--- src/rtl/grf_alu_issue_if.sv ---
// Purpose: request, ALU, commit and debug signals of the GRF operand-issue stage.
// Latency: wires only; timing is set by the issue stage.
// Backpressure: req_ready is driven by the issue stage and depends on stall only.
interface grf_alu_issue_if #(
  parameter int WIDTH  = 32,
  parameter int NREG_W = 5
);
  logic              req_valid;
  logic              req_ready;
  logic [NREG_W-1:0] req_rs;
  logic [NREG_W-1:0] req_rt;
  logic [NREG_W-1:0] req_rd;
  logic [2:0]        req_op;
  logic              stall;
  logic [WIDTH-1:0]  alu_A;
  logic [WIDTH-1:0]  alu_B;
  logic [2:0]        alu_op;
  logic [WIDTH-1:0]  alu_C;
  logic              cm_valid;
  logic [NREG_W-1:0] cm_rd;
  logic [WIDTH-1:0]  cm_data;
  logic [NREG_W-1:0] dbg_addr;
  logic [WIDTH-1:0]  dbg_data;

  // Issue-stage side.
  modport slave (
    input  req_valid, req_rs, req_rt, req_rd, req_op, stall, alu_C, dbg_addr,
    output req_ready, alu_A, alu_B, alu_op, cm_valid, cm_rd, cm_data, dbg_data
  );

  // Requester / ALU / observer side.
  modport master (
    output req_valid, req_rs, req_rt, req_rd, req_op, stall, alu_C, dbg_addr,
    input  req_ready, alu_A, alu_B, alu_op, cm_valid, cm_rd, cm_data, dbg_data
  );
endinterface

--- src/rtl/grf_alu_issue.sv ---
// Purpose: 32-entry register file feeding an external combinational ALU, with forwarding and write-back.
// Latency: accept edge -> ALU inputs for one cycle -> GRF write and cm_* at the following edge.
// Backpressure: stall freezes EXEC and drops req_ready; no path from req_valid to req_ready.
module grf_alu_issue #(
  parameter int WIDTH  = 32,
  parameter int NREG_W = 5
) (
  input  logic           clk,
  input  logic           reset,
  grf_alu_issue_if.slave bus
);
  localparam int NREG = 1 << NREG_W;

  logic [WIDTH-1:0]  grf [NREG];
  logic              ex_valid;
  logic [2:0]        ex_op;
  logic [NREG_W-1:0] ex_rd;
  logic [WIDTH-1:0]  ex_A;
  logic [WIDTH-1:0]  ex_B;
  logic [WIDTH-1:0]  opnd_a;
  logic [WIDTH-1:0]  opnd_b;
  logic              accept;
  logic              commit;
  logic              fwd_en;

  // Handshake and commit qualifiers; stall alone gates acceptance.
  always_comb begin
    bus.req_ready = ~bus.stall;
    accept        = bus.req_valid & ~bus.stall;
    commit        = ex_valid & ~bus.stall;
    fwd_en        = ex_valid & ~bus.stall;
  end

  // A operand: r0 reads zero, the op in EXEC forwards its ALU result, else the GRF.
  always_comb begin
    opnd_a = grf[bus.req_rs];
    if (bus.req_rs == '0) begin
      opnd_a = '0;
    end else if (fwd_en && (ex_rd == bus.req_rs)) begin
      opnd_a = bus.alu_C;
    end
  end

  // B operand: same selection as A, indexed by rt.
  always_comb begin
    opnd_b = grf[bus.req_rt];
    if (bus.req_rt == '0) begin
      opnd_b = '0;
    end else if (fwd_en && (ex_rd == bus.req_rt)) begin
      opnd_b = bus.alu_C;
    end
  end

  // Register file write-back; entry 0 is never written so it stays zero.
  always_ff @(posedge clk or negedge reset) begin
    if (!reset) begin
      for (int i = 0; i < NREG; i++) begin
        grf[i] <= '0;
      end
    end else if (commit && (ex_rd != '0)) begin
      grf[ex_rd] <= bus.alu_C;
    end
  end

  // EXEC register: loads on accept, drains to invalid when idle, holds under stall.
  always_ff @(posedge clk or negedge reset) begin
    if (!reset) begin
      ex_valid <= 1'b0;
      ex_op    <= '0;
      ex_rd    <= '0;
      ex_A     <= '0;
      ex_B     <= '0;
    end else if (accept) begin
      ex_valid <= 1'b1;
      ex_op    <= bus.req_op;
      ex_rd    <= bus.req_rd;
      ex_A     <= opnd_a;
      ex_B     <= opnd_b;
    end else if (!bus.stall) begin
      ex_valid <= 1'b0;
    end
  end

  // Commit report: pulses for one cycle per retired op, including writes aimed at r0.
  always_ff @(posedge clk or negedge reset) begin
    if (!reset) begin
      bus.cm_valid <= 1'b0;
      bus.cm_rd    <= '0;
      bus.cm_data  <= '0;
    end else begin
      bus.cm_valid <= commit;
      if (commit) begin
        bus.cm_rd   <= ex_rd;
        bus.cm_data <= bus.alu_C;
      end
    end
  end

  // ALU inputs come straight from the EXEC register; debug port shows committed state only.
  always_comb begin
    bus.alu_A    = ex_A;
    bus.alu_B    = ex_B;
    bus.alu_op   = ex_op;
    bus.dbg_data = (bus.dbg_addr == '0) ? '0 : grf[bus.dbg_addr];
  end
endmodule

--- src/flat_wrapper.sv ---
// flat-port wrapper written by rule: the top's interface ports become plain ports
module grf_alu_issue_flat 
#(
  parameter int WIDTH  = 32,
  parameter int NREG_W = 5
)
  (clk, reset, bus_req_valid, bus_req_rs, bus_req_rt, bus_req_rd, bus_req_op, bus_stall, bus_alu_C, bus_dbg_addr, bus_req_ready, bus_alu_A, bus_alu_B, bus_alu_op, bus_cm_valid, bus_cm_rd, bus_cm_data, bus_dbg_data);
  grf_alu_issue_if #(.WIDTH(WIDTH), .NREG_W(NREG_W)) bus_i ();
  input  logic clk;
  input  logic reset;
  input wire logic [$bits(bus_i.req_valid)-1:0] bus_req_valid;
  input wire logic [$bits(bus_i.req_rs)-1:0] bus_req_rs;
  input wire logic [$bits(bus_i.req_rt)-1:0] bus_req_rt;
  input wire logic [$bits(bus_i.req_rd)-1:0] bus_req_rd;
  input wire logic [$bits(bus_i.req_op)-1:0] bus_req_op;
  input wire logic [$bits(bus_i.stall)-1:0] bus_stall;
  input wire logic [$bits(bus_i.alu_C)-1:0] bus_alu_C;
  input wire logic [$bits(bus_i.dbg_addr)-1:0] bus_dbg_addr;
  output wire logic [$bits(bus_i.req_ready)-1:0] bus_req_ready;
  output wire logic [$bits(bus_i.alu_A)-1:0] bus_alu_A;
  output wire logic [$bits(bus_i.alu_B)-1:0] bus_alu_B;
  output wire logic [$bits(bus_i.alu_op)-1:0] bus_alu_op;
  output wire logic [$bits(bus_i.cm_valid)-1:0] bus_cm_valid;
  output wire logic [$bits(bus_i.cm_rd)-1:0] bus_cm_rd;
  output wire logic [$bits(bus_i.cm_data)-1:0] bus_cm_data;
  output wire logic [$bits(bus_i.dbg_data)-1:0] bus_dbg_data;
  assign bus_i.req_valid = bus_req_valid;
  assign bus_i.req_rs = bus_req_rs;
  assign bus_i.req_rt = bus_req_rt;
  assign bus_i.req_rd = bus_req_rd;
  assign bus_i.req_op = bus_req_op;
  assign bus_i.stall = bus_stall;
  assign bus_i.alu_C = bus_alu_C;
  assign bus_i.dbg_addr = bus_dbg_addr;
  assign bus_req_ready = bus_i.req_ready;
  assign bus_alu_A = bus_i.alu_A;
  assign bus_alu_B = bus_i.alu_B;
  assign bus_alu_op = bus_i.alu_op;
  assign bus_cm_valid = bus_i.cm_valid;
  assign bus_cm_rd = bus_i.cm_rd;
  assign bus_cm_data = bus_i.cm_data;
  assign bus_dbg_data = bus_i.dbg_data;
  grf_alu_issue #(.WIDTH(WIDTH), .NREG_W(NREG_W)) u_core (.clk(clk), .reset(reset), .bus(bus_i));
endmodule
--- config.mk ---
export PLATFORM = sky130hd
export DESIGN_NAME = grf_alu_issue_flat
export DESIGN_NICKNAME = d
export VERILOG_FILES = /design/src/rtl/grf_alu_issue_if.sv /design/src/rtl/grf_alu_issue.sv /design/src/flat_wrapper.sv
export SDC_FILE = /design/constraint.sdc
export NUM_CORES = 2
export LEC_CHECK = 0
export BUFFER_PORTS_ARGS = -buffer_cell sky130_fd_sc_hd__buf_2
export CORE_MARGIN = 3
export CORE_UTILIZATION = 60
export CTS_BUF_LIST = sky130_fd_sc_hd__clkbuf_16
export CTS_CLUSTER_SIZE = 16
export DETAILED_ROUTE_END_ITERATION = 7
export PLACE_DENSITY = 0.75
export SLEW_MARGIN = 10
export SYNTH_ARGS = -nofsm -noshare
export SYNTH_HDL_FRONTEND = slang
export SYNTH_SLANG_ARGS = --single-unit
--- constraint.sdc ---
create_clock -name clk -period 3.15 [get_ports clk]
set_clock_uncertainty 0.15 [all_clocks]
set_input_delay 0.315 -clock clk [delete_from_list [all_inputs] [get_ports clk]]
set_output_delay 0.315 -clock clk [all_outputs]
set_load 0.01 [all_outputs]
* Word-level counts from Yosys, hierarchy flattened *
Cells that the tools add are included.

storage, ports and cells
  bits in registers = 1135
  output and inout bits = 138
  word-level logic and storage cells = 82

cells by class
  $lt $le $gt $ge = 5
  equality and inequality tests = 3
  muxes and demuxes = 19
  bitwise logic cells = 7
  reduce and logical (&&, ||, !) cells = 8

operator list
  kind                                                                          number
  1024-bit bitwise mux                                                          1
  32-bit binary-select mux with 5-bit select                                    3
  32-bit two-way mux                                                            12
  32-bit demux with 5-bit select                                                1
  6-bit greater-or-equal comparator, second input constant                      4
  5-bit NOT with 6-bit output                                                   4
  5-bit zero test                                                               3
  5-bit equality test                                                           2
  6-bit by 1-bit less-than comparator with 1-bit output, second input constant  1
  5-bit nonzero test                                                            1
  1-bit logical AND                                                             4
  1-bit AND                                                                     2
  1-bit two-way mux                                                             2
  2-bit by 1-bit != test with 1-bit output, second input constant               1
  1-bit NOT                                                                     1

* Longest topological paths before layout *
  depth in word-level cells = 6
  gate-level depth with buffers = 9
  gate-level depth less buffers = 6

* Worst setup path after synthesis *
Ideal clock, no wire load.

  kind = input-to-output
  start = input port bus_dbg_addr[0]
  end = output port bus_dbg_data[0]
  arrival time = 2.155 ns
  required time = 2.685 ns
  path slack = 0.530 ns
  stages on the path = 7
  buffers on the path = 3
  cells stage by stage = clkbuf_1 clkbuf_1 buf_2 mux4_2 mux4_2 inv_1 o21ai_0

on the way
  cells in the longest elaborated chain, start to end = 5

ends and longest elaborated chain
  what                                                   line                  source
  from (decl)                                            flat_wrapper.sv:18    input wire logic [$bits(bus_i.dbg_addr)-1:0] bus_dbg_addr;
  5-bit NOT with 6-bit output (not written as such)      grf_alu_issue.sv:104  bus.dbg_data = (bus.dbg_addr == '0) ? '0 : grf[bus.dbg_addr];
  32-bit binary-select mux with 5-bit select             grf_alu_issue.sv:104
  32-bit two-way mux (not written as such) (2 in a row)  grf_alu_issue.sv:104
  32-bit two-way mux (*)                                 grf_alu_issue.sv:104
  to (decl)                                              flat_wrapper.sv:26    output wire logic [$bits(bus_i.dbg_data)-1:0] bus_dbg_data;

Every way passes the cells marked *; elsewhere a longest branch is shown, timed or not. The select of a mux whose other input is x is not followed.

* Worst setup path after layout *
  start = register u_core.grf[128] (netlist name)
  end = output port bus_dbg_data[0]

on the way
  cells in the longest elaborated chain, start to end = 4

ends and longest elaborated chain
  what                                                   line                  source
  from (decl)                                            grf_alu_issue.sv:14   logic [WIDTH-1:0] grf [NREG];
  from (signal, indexed assignment)                      grf_alu_issue.sv:61   grf[ex_rd] <= bus.alu_C;
  32-bit binary-select mux with 5-bit select             grf_alu_issue.sv:104
  32-bit two-way mux (not written as such) (2 in a row)  grf_alu_issue.sv:104
  32-bit two-way mux                                     grf_alu_issue.sv:104

Every way passes these cells. The select of a mux whose other input is x is not followed.

==> metrics.csv <==
metric,value,unit
die width,338,um
synthesized flop and latch total,1135,
DRT Pass-1 Iters,6,
Worst Tran Pin Value,1.07,ns
leading area contributor after synthesis,dfrtp_1,
maximum VDD drop,508,uV
worst hold margin,0.0497,ns
P_sw,13.4,mW
Reg power frac,44.2,%
Comb power frac,23.9,%
Met3 Routed Length,30.7,mm
Switching Share,28.8,%
antenna violations before repair,5,
Crit. End Element,primary output,
Via Count,45600,
FF-to-FF Start,u_core.ex_rd[2],
Post-Synth Simple-Gate Area,2.49,%
root buffer cell,clkbuf_16,
Compound-Gate Fraction of Synth Area,3.26,%
Worst EP required,2.68,ns
clk sinks,1135,
Final HPWL DP,134,mm
"most common cell after layout, fill and taps aside",dfrtp_1,
max frequency,321,MHz
yosys synthesis warning count,0,
pwr/cell area,619,nW/um^2
Cell Rows,121,
clock share of power,31.9,%
Syn Std Cell Area,66200,um^2
htree depth,3,
relative slew slack,28.8,%
sequential fraction of the synthesis area,42.9,%
Final ANT Viol Nets,0,
"Net Count, Synth",4332,
dominant register cell in the synthesized netlist,dfrtp_1,
Synth area leaders,"dfrtp_1 43%, mux4_2 30%, mux2_2 16%",
setup violators final,0,
maxcap violations,0,
critical path type,flop to primary output,
Startpoint Class,flop,
P_leak,33.0,nW
1st-iter DRT viols,6462,
internal power,33.0,mW
Crit path arrival time,2.65,ns
R2R depth,4,
All-Layer GR Usage,38.6,%
max-slew violations,0,
Clock transition at path regs,0.07,ns
"wirelength, routed",219,mm
"Clk Latency, worst-skew pair",0.73,ns
Initial Utilization,60.7,%
routability cong.,0.890,
io pins,197,
Die ar.,114000,um^2
met2 WL post-DR,97.5,mm
routed metal-1 wirelength,78.7,mm
first-pass GRT wire length,323,mm
proportion of synthesized area in mux cells,47.5,%
# Post-CTS Setup Buffers,0,
final setup margin,0.0311,ns
drt via density,7.68,
top cell type's share of synthesized area,42.9,%
pin count of the biggest net entering global routing,98,
synthesis-to-layout area growth,13.0,%
Post-Synth XOR/XNOR Area,0.106,%
buffers added on ports,196,
Yosys cell types,42,
Post-layout nets,4416,
Hold Path Class,input pin to async pin,
most frequent cells in the layout,"1135 x dfrtp_1, 959 x mux2_2, 896 x mux4_2, 197 x nand2_1, 192 x a22oi_1",
main combinational cell family by area after synthesis,multiplexers,
Setup TNS Final,0,ns
maximum clock insertion buffer count,3,
CTS tree,yes,
Die Y,338,um
vias in the first global route,45900,
final core utilization,68.5,%
Mean Syn Cell Area,15.5,um^2
Post-Place Setup Slack,0.0789,ns
core region area,109000,um^2
status,"finished, final reports clean",
clock buffer count from CTS,118,
share of cells above drive strength 1,57.4,%
Crit Path Max Fanout,4,
"Async S/R FF share, synth",100,%
# DRC,0,
Post-synth EDFFs,0,
fin crit period,3.12,ns
Post-Synth Adder-Cell Area,0,%
grt ovf,0,
"Period Utilization, post-route",99.0,%
Max Used Layer,met4,
Worst R2R End,u_core.grf[911],
Final Hold Viols,0,
RSZ-0062 raised after global routing,false,
synthesized instance count,4273,
reg-to-reg setup timing slack,0.12,ns
WL/cell,36.9,um
metrics by stage:
step	power, mW	cells	instance area (um^2)
after global routing	48.0	5938	74800
final	46.4	5942	74800
after detailed placement	31.4	5677	70400
after CTS	46.2	5936	74800
after floorplan	27.7	4273	66200
after global placement	30.9	5677	70400
sequential cells by signal, summed over array words and instances (netlist names):
signal	flops
u_core.bus.cm_data	32
u_core.bus.cm_rd	5
u_core.bus.alu_B	32
u_core.bus.alu_A	32
u_core.ex_rd	5
u_core.ex_valid	1
u_core.bus.alu_op	3
u_core.grf	1024
u_core.bus.cm_valid	1
repair_timing:
action / in CTS / in global routing
gates cloned: 0 / 0
pin swaps: 0 / 0
hold buffers: 36 / 0
endpoints found under the setup margin: 3 / 5
hold endpoints to repair: 330 / 0
gates resized for setup: 3 / 5
worst max-delay path by stage:
| stage | start | endpoint | slack [ns] |
|---|---|---|---|
| after floorplan | bus_dbg_addr[0] | bus_dbg_data[0] | 0.53 |
| after global placement | bus_dbg_addr[1] | bus_dbg_data[8] | 0.14 |
| after detailed placement | bus_dbg_addr[1] | bus_dbg_data[26] | 0.08 |
| after CTS | u_core.grf[129] | bus_dbg_data[1] | 0.006 |
| after global routing | u_core.grf[48] | bus_dbg_data[16] | 0.007 |
| final | u_core.grf[128] | bus_dbg_data[0] | 0.03 |
critical path: stages, from the launching register on:
cell and delay, ns:
dfrtp_1 0.41, mux4_2 0.54, mux4_2 0.48, nand2_1 0.07, o21ai_0 0.20, buf_2 0.22
synth_stat cells (12+ instances only):
cell and number:
dfrtp_1 1135, mux2_2 959, mux4_2 896, clkbuf_1 284, nand2_1 212, a22oi_1 192, buf_2 140, buf_1 71
inv_1 70, o21ai_0 36, nand2b_1 34, nand3_1 34, nand4_1 34, a21o_1 32, o211ai_1 32, mux2_4 30
nor2_1 13, buf_4 12
metal layers:
layer	global-route usage (%)	vias up
li1	-	17100
met1	53.1	24200
met2	55.8	3574
met3	13.3	710
met4	18.5	0
met5	0	-
cell families after synthesis:
group,after synthesis
mux,1888
flops,1135
buf+inv,586
simple gates,357
compound gates,299
xor+xnor,8
final cells by class:
class	instances	area, um^2
flip-flops and latches	1135	28400
clock inverters	102	1030
inverters	72	273
repair buffers	478	4550
fillers	7185	34300
multi-input cells	2552	35700
well taps	1476	1850
diodes	6	15.0
clock buffers	121	3030
power groups by stage:
stage | Combinational [mW] | Sequential (mW) | Clock, mW
after floorplan | 8.18 | 19.5 | 0
after global placement | 10.6 | 20.3 | 0
after detailed placement | 10.9 | 20.5 | 0
after CTS | 11.0 | 20.3 | 14.9
after global routing | 11.7 | 20.8 | 15.5
final | 11.1 | 20.5 | 14.8
Power figures use the tool's default switching activity.
